File: src/rtl/np_tanh_div_if.sv
// Handshake bundle for np_tanh_div: operand channel (x_in/y_in) in,
// result channel (q_out plus flags) out, each with valid/ready.
interface np_tanh_div_if #(
  parameter int DATA_WIDTH = 32
);
  logic                  in_valid;
  logic                  in_ready;
  logic [DATA_WIDTH-1:0] x_in;
  logic [DATA_WIDTH-1:0] y_in;
  logic                  out_valid;
  logic                  out_ready;
  logic [DATA_WIDTH-1:0] q_out;
  logic                  out_sat;
  logic                  out_err;

  // Producer of operands and consumer of results (CORDIC side + activation buffer).
  modport master (
    output in_valid, x_in, y_in, out_ready,
    input  in_ready, out_valid, q_out, out_sat, out_err
  );

  // The divider itself.
  modport slave (
    input  in_valid, x_in, y_in, out_ready,
    output in_ready, out_valid, q_out, out_sat, out_err
  );
endinterface

File: src/rtl/np_tanh_div.sv
// np_tanh_div: post-CORDIC tanh = sinh/cosh using an iterative restoring
// divider, one quotient bit per cycle (weights 2^FRAC_BITS down to 2^0).
// Magnitude is clamped to 2^FRAC_BITS-1 and the sign of y reapplied.
// Optional build macro NP_TANH_DIV_ROUND_EN adds a guard-bit iteration and
// rounds the magnitude half away from zero before the clamp.
module np_tanh_div #(
  parameter int DATA_WIDTH = 32,
  parameter int FRAC_BITS  = 16
) (
  input  logic           clk,
  input  logic           rst_n,
  np_tanh_div_if.slave   bus
);

`ifdef NP_TANH_DIV_ROUND_EN
  localparam int ITER = FRAC_BITS + 2;
`else
  localparam int ITER = FRAC_BITS + 1;
`endif
  localparam int QW = ITER;                 // quotient bits produced
  localparam int CW = $clog2(ITER + 1);     // iteration counter width
  localparam int MW = FRAC_BITS + 2;        // pre-clamp magnitude width

  typedef enum logic [1:0] {
    S_IDLE,
    S_BUSY,
    S_DONE
  } state_t;

  state_t                r_state;
  logic                  r_in_ready;
  logic                  r_out_valid;
  logic                  r_out_sat;
  logic                  r_out_err;
  logic [DATA_WIDTH-1:0] r_q_out;
  logic [DATA_WIDTH-1:0] r_div;      // divisor x (known positive)
  logic [DATA_WIDTH-1:0] r_rem;      // partial remainder
  logic [QW-2:0]         r_quo;      // quotient bits collected so far
  logic [CW-1:0]         r_cnt;
  logic                  r_sign;
  logic                  r_y0;       // LSB of |y|, fed in on the first iteration
  logic                  r_pre_sat;

  logic                  w_x_bad;
  logic [DATA_WIDTH-1:0] w_y_mag;
  logic                  w_pre_sat;
  logic                  w_feed;
  logic [DATA_WIDTH:0]   w_trial;
  logic                  w_ge;
  logic [DATA_WIDTH-1:0] w_rem_next;
  logic [QW-1:0]         w_quo_next;
  logic [MW-1:0]         w_m_raw;
  logic                  w_sat;
  logic [FRAC_BITS-1:0]  w_m;
  logic [DATA_WIDTH-1:0] w_mag_ext;
  logic [DATA_WIDTH-1:0] w_q_final;
  logic                  w_last;

  // Operand capture: |y| fits DATA_WIDTH unsigned bits even for the most
  // negative y (2^(DATA_WIDTH-1)); 2*x needs one extra bit.
  assign w_x_bad   = bus.x_in[DATA_WIDTH-1] | (bus.x_in == '0);
  assign w_y_mag   = bus.y_in[DATA_WIDTH-1] ? -bus.y_in : bus.y_in;
  assign w_pre_sat = {1'b0, w_y_mag} >= {bus.x_in, 1'b0};

  // Long division of |y|*2^FRAC_BITS by x, keeping only the low ITER quotient
  // bits. The remainder starts at |y|>>1 (valid whenever |y| < 2x); the next
  // dividend bit is |y|[0] on the first step and zero afterwards.
  assign w_feed     = (r_cnt == '0) ? r_y0 : 1'b0;
  assign w_trial    = {r_rem, w_feed};
  assign w_ge       = w_trial >= {1'b0, r_div};
  assign w_rem_next = w_ge ? DATA_WIDTH'(w_trial - {1'b0, r_div}) : w_trial[DATA_WIDTH-1:0];
  assign w_quo_next = {r_quo, w_ge};
  assign w_last     = (r_cnt == CW'(ITER - 1));

`ifdef NP_TANH_DIV_ROUND_EN
  // Quotient carries one guard bit below 2^0; adding it rounds half up.
  assign w_m_raw = {1'b0, w_quo_next[QW-1:1]} + MW'(w_quo_next[0]);
`else
  assign w_m_raw = {1'b0, w_quo_next};
`endif

  // Clamp after any rounding, then reapply the sign (truncation toward zero).
  assign w_sat     = r_pre_sat | (w_m_raw[MW-1:FRAC_BITS] != '0);
  assign w_m       = w_sat ? {FRAC_BITS{1'b1}} : w_m_raw[FRAC_BITS-1:0];
  assign w_mag_ext = {{(DATA_WIDTH - FRAC_BITS){1'b0}}, w_m};
  assign w_q_final = r_sign ? -w_mag_ext : w_mag_ext;

  // Control FSM and datapath registers; all outputs come straight from flops.
  // NOTE: sequential state uses non-blocking assignments so every register
  // samples pre-edge values regardless of statement order.
  always_ff @(posedge clk) begin
    if (!rst_n) begin
      // NOTE: only control and output registers are reset; the divider
      // datapath is always reloaded at acceptance before it is used.
      r_state     <= S_IDLE;
      r_in_ready  <= 1'b1;
      r_out_valid <= 1'b0;
      r_out_sat   <= 1'b0;
      r_out_err   <= 1'b0;
      r_q_out     <= '0;
      r_cnt       <= '0;
    end else begin
      case (r_state)
        S_IDLE: begin
          if (bus.in_valid) begin
            r_in_ready <= 1'b0;
            if (w_x_bad) begin
              r_state     <= S_DONE;
              r_out_valid <= 1'b1;
              r_q_out     <= '0;
              r_out_err   <= 1'b1;
              r_out_sat   <= 1'b0;
            end else begin
              r_state   <= S_BUSY;
              r_sign    <= bus.y_in[DATA_WIDTH-1];
              r_y0      <= w_y_mag[0];
              r_rem     <= w_y_mag >> 1;
              r_div     <= bus.x_in;
              r_pre_sat <= w_pre_sat;
              r_quo     <= '0;
              r_cnt     <= '0;
            end
          end
        end
        S_BUSY: begin
          r_rem <= w_rem_next;
          r_quo <= w_quo_next[QW-2:0];
          r_cnt <= r_cnt + CW'(1);
          if (w_last) begin
            r_state     <= S_DONE;
            r_out_valid <= 1'b1;
            r_q_out     <= w_q_final;
            r_out_sat   <= w_sat;
            r_out_err   <= 1'b0;
            r_cnt       <= '0;
          end
        end
        S_DONE: begin
          if (bus.out_ready) begin
            r_state     <= S_IDLE;
            r_in_ready  <= 1'b1;
            r_out_valid <= 1'b0;
            r_out_sat   <= 1'b0;
            r_out_err   <= 1'b0;
          end
        end
        default: r_state <= S_IDLE;
      endcase
    end
  end

  assign bus.in_ready  = r_in_ready;
  assign bus.out_valid = r_out_valid;
  assign bus.q_out     = r_q_out;
  assign bus.out_sat   = r_out_sat;
  assign bus.out_err   = r_out_err;

endmodule

File: src/flat_wrapper.sv
// flat-port wrapper written by rule: the top's interface ports become plain ports
module np_tanh_div_flat 
#(
  parameter int DATA_WIDTH = 32,
  parameter int FRAC_BITS  = 16
)
  (clk, rst_n, bus_in_valid, bus_x_in, bus_y_in, bus_out_ready, bus_in_ready, bus_out_valid, bus_q_out, bus_out_sat, bus_out_err);
  np_tanh_div_if #(.DATA_WIDTH(DATA_WIDTH)) bus_i ();
  input  logic clk;
  input  logic rst_n;
  input wire logic [$bits(bus_i.in_valid)-1:0] bus_in_valid;
  input wire logic [$bits(bus_i.x_in)-1:0] bus_x_in;
  input wire logic [$bits(bus_i.y_in)-1:0] bus_y_in;
  input wire logic [$bits(bus_i.out_ready)-1:0] bus_out_ready;
  output wire logic [$bits(bus_i.in_ready)-1:0] bus_in_ready;
  output wire logic [$bits(bus_i.out_valid)-1:0] bus_out_valid;
  output wire logic [$bits(bus_i.q_out)-1:0] bus_q_out;
  output wire logic [$bits(bus_i.out_sat)-1:0] bus_out_sat;
  output wire logic [$bits(bus_i.out_err)-1:0] bus_out_err;
  assign bus_i.in_valid = bus_in_valid;
  assign bus_i.x_in = bus_x_in;
  assign bus_i.y_in = bus_y_in;
  assign bus_i.out_ready = bus_out_ready;
  assign bus_in_ready = bus_i.in_ready;
  assign bus_out_valid = bus_i.out_valid;
  assign bus_q_out = bus_i.q_out;
  assign bus_out_sat = bus_i.out_sat;
  assign bus_out_err = bus_i.out_err;
  np_tanh_div #(.DATA_WIDTH(DATA_WIDTH), .FRAC_BITS(FRAC_BITS)) u_core (.clk(clk), .rst_n(rst_n), .bus(bus_i));
endmodule
File: config.mk
export PLATFORM = sky130hd
export DESIGN_NAME = np_tanh_div_flat
export DESIGN_NICKNAME = d
export VERILOG_FILES = /design/src/rtl/np_tanh_div_if.sv /design/src/rtl/np_tanh_div.sv /design/src/flat_wrapper.sv
export SDC_FILE = /design/constraint.sdc
export NUM_CORES = 1
export LEC_CHECK = 0
export CAP_MARGIN = 15
export CORE_MARGIN = 2
export CORE_UTILIZATION = 40
export DETAILED_ROUTE_END_ITERATION = 16
export RECOVER_POWER = 25
export SYNTH_ARGS = -nofsm -noshare
export SYNTH_HDL_FRONTEND = slang
export SYNTH_SLANG_ARGS = --single-unit
File: constraint.sdc
create_clock -name clk -period 4.95 [get_ports clk]
set_input_delay 0.495 -clock clk [delete_from_list [all_inputs] [get_ports clk]]
set_output_delay 0.495 -clock clk [all_outputs]
set_load 0.005 [all_outputs]
==> results by group <==
STA
  – Fin crit share: 90.5%
  – Fmax achieved: 223 MHz
  – Final critical-path required period: 4.48 ns
  – Setup Skew: 0.0108 ns
  – Rel. slew slack: 33.2%
  – Fin Setup TNS: 0 ns
  – Slew @ Worst Pin: 1.00 ns
  – Endpoints failing setup: 0
  – Worst setup margin: 0.472 ns
  – Final hold vios: 0
  – Max-slew violation count: 0
  – RSZ-0062 raised after global routing: false

Power
  – Sw Share: 31.7%
  – P_leak: 0.00433 uW
  – Switching power: 1150 uW
  – Combinational share of power: 27.4%
  – Overall power consumption: 3620 uW
  – Power Internal: 2470 uW
  – Clock power share: 37.3%
  – PwrDens: 338 nW/um^2
  – Part of the power in registers: 35.3%
  – Peak supply drop: 0.188 mV

Yosys
  – Synth Register Bits: 125
  – Post-synth top area share: 28.4%
  – Top_reg_cell synth: edfxtp_1
  – Synth area leader: edfxtp_1
  – Cell Area, Synth: 8780 sq um
  – Sequential area share after synthesis: 37.9%
  – Net count after synthesis: 1125
  – Distinct cells, synth: 70
  – Top cells by area in the synthesized netlist: edfxtp_1 (28%), ha_1 (10%), dfxtp_1 (9.6%)
  – Synth Warn #: 0
  – Asr flop ratio synth: 0%
  – Syn Area/Cell: 8.92 sq um
  – Number of synthesized flops with an enable pin: 83
  – Cells after Synth: 985

Setup path
  – Worst Path Arrival: 4.64 ns
  – CP Cell Sequence: dlygate4sd3_1 -> inv_1 -> ha_1 -> nand2_1 -> or4_4 -> nand2b_4 -> or4_4 -> o41ai_2 -> xnor2_1 -> ha_1 -> a21oi_1 -> nor2b_1 -> o21ai_0 -> nand3b_1 -> a211oi_1 -> o211ai_1 -> a311oi_1 -> a2111oi_0
  – Nature of the critical path startpoint: input port
  – Crit path max-delay family: simple AND/OR/NAND/NOR gates
  – Critical path capture point type: flip-flop
  – Critical path peak fanout: 6
  – Slowest stage delay, CP: 0.59 ns
  – Crit path kind: in2reg
  – Required time of the critical path: 5.11 ns
  – Buffers & Inverters on Critical Path: 2
  – Slowest cell on the critical path: dlygate4sd3_1

GRT
  – Largest net degree at the start of global routing: 55
  – GRT Residual Overflow: 0
  – Gr usage total: 21.1%
  – Vias in the first global route: 7468
  – First-pass GRT wire length: 39500 microns
  – Initial antenna violation count: 1

Die
  – Initial Util: 40.5%
  – Row cnt: 54
  – Total die area: 23200 sq um
  – Core area: 21700 sq um
  – Die width: 152 microns
  – Io pins: 104
  – Chip height: 152 microns

CTS
  – Num CTS Buffers: 17
  – Clk Latency, worst-skew pair: 0.42 ns
  – Post-cts repair resize count: 0
  – Clk sinks: 125
  – Postcts setup bufs: 0
  – Clock Tree Root: clkbuf_16
  – Clk slew on worst S/H paths: 0.06 ns
  – CTS tree: done
  – H-Tree Depth: 4
  – Cts hold-fix bufs: 0
  – Max clock buf depth: 2

Detailed routing
  – Routed Antenna Nets: 0
  – Initial DRC Count: 531
  – DR vias/cell: 5.56
  – TritonRoute pass-1 iters: 5
  – Vias: 7611
  – Drt total wl: 24200 microns
  – Mean routed wirelength per cell: 17.7 microns
  – DRC Markers: 0

Layout
  – Number of diodes: 0
  – Fillers: 2068
  – Layout cell share with drive strength beyond 1: 6.71%
  – Register area: 3330 sq um
  – Area grow syn2layout: 21.9%
  – Area of the multi-input gates: 4960 sq um
  – Post-Layout Inst Area: 10700 sq um
  – Layout Nets: 1215

Job
  – Max-cap violations: 0

Placement
  – Dpl hpwl: 18000 microns
  – Port Buffers: 103
  – Area post-placement: 10100 sq um
  – GPL Wtd Cong: 0.866
  – Dpl ws: 0.116 ns

Run status
  – Outcome: complete, no violations

Hold path
  – Worst hold-check path type: reg2reg
==> cell type report <==
type	instances	share of cell area, %
multi-input cells	734	46.3
flip-flops and latches	125	31.1
repair buffers	116	10.5
clock buffers	22	4.84
well taps	280	3.27
inverters	81	2.84
clock inverters	10	1.12
==> metrics by stage <==
stage | utilization [%] | hold slack, ns | cells
after floorplan | - | 0.438 | 985
after global placement | 46.4 | 0.433 | 1336
after detailed placement | 46.4 | 0.438 | 1336
after CTS | 49.4 | 0.451 | 1368
after global routing | 49.4 | 0.466 | 1368
final | 49.4 | 0.444 | 1368
==> power by group through the flow <==
stage / Clock, uW / Combinational [uW] / Sequential (uW)
after floorplan: 0 / 678 / 1290
after global placement: 0 / 991 / 1300
after detailed placement: 0 / 993 / 1300
after CTS: 1370 / 1000 / 1280
after global routing: 1420 / 1110 / 1290
final: 1350 / 994 / 1280
==> synthesized netlist by cell type, types with 6 or more instances <==
library cell	number
nand2_1	105
edfxtp_1	83
inv_1	80
ha_1	71
nor2_1	69
a21oi_1	46
xnor2_1	45
dfxtp_1	42
o21ai_0	38
clkbuf_1	34
nand3_1	31
a31oi_1	30
a21o_1	29
nor3_1	24
and2_1	23
nor4_1	15
xor2_1	15
nor2b_1	13
a21boi_0	12
nand4_1	12
o31ai_1	12
nand2b_1	11
o211ai_1	9
or3_1	9
and3_1	8
a21boi_2	7
buf_2	7
o22ai_1	7
or4_1	7
a311oi_1	6
o21a_1	6
==> per-layer routing <==
metal	GRT usage [%]	wire, microns	share of wire [%]
met5	0	0	0
met2	35.0	11400	47
met1	28.4	11400	47
met3	3.64	1050	4.3
met4	5.96	393	1.6
==> final timing paths <==
path                            cells after the start  slack [ns]                 start              endpoint
worst max-delay path                               18        0.47           bus_y_in[0]      u_core.r_pre_sat
worst min-delay path                                1        0.44  u_core.bus.q_out[19]  u_core.bus.q_out[19]
worst max register to register                     15        0.94       u_core.r_cnt[0]      u_core.r_rem[29]
worst min register to register                      1        0.44  u_core.bus.q_out[19]  u_core.bus.q_out[19]
==> cells in the final DEF (no fill, tap or decap), types with 29 or more instances in the layout <==
| master | n |
|---|---|
| a21o_1 | 29 |
| a21oi_1 | 46 |
| a31oi_1 | 30 |
| clkdlybuf4s50_1 | 43 |
| dfxtp_1 | 42 |
| dlygate4sd3_1 | 60 |
| edfxtp_1 | 83 |
| ha_1 | 70 |
| inv_1 | 80 |
| nand2_1 | 105 |
| nand3_1 | 31 |
| nor2_1 | 69 |
| o21ai_0 | 38 |
| xnor2_1 | 45 |
==> cells by family after synthesis <==
kind of cell / synth area share [%]
buf+inv: 5.70
mux: 0.456
fa+ha+maj: 10.3
flops: 37.9
xor+xnor: 5.98
simple gates: 20.4
compound gates: 19.1
==> state kept, by name (all words and copies together), names as in the netlist, 2 cells and up <==
signal,flops
u_core.r_rem,32
u_core.r_quo,16
u_core.r_div,32
u_core.r_cnt,5
u_core.bus.q_out,31
u_core.r_state,2
No activity file was read; power rests on OpenSTA's default activity.
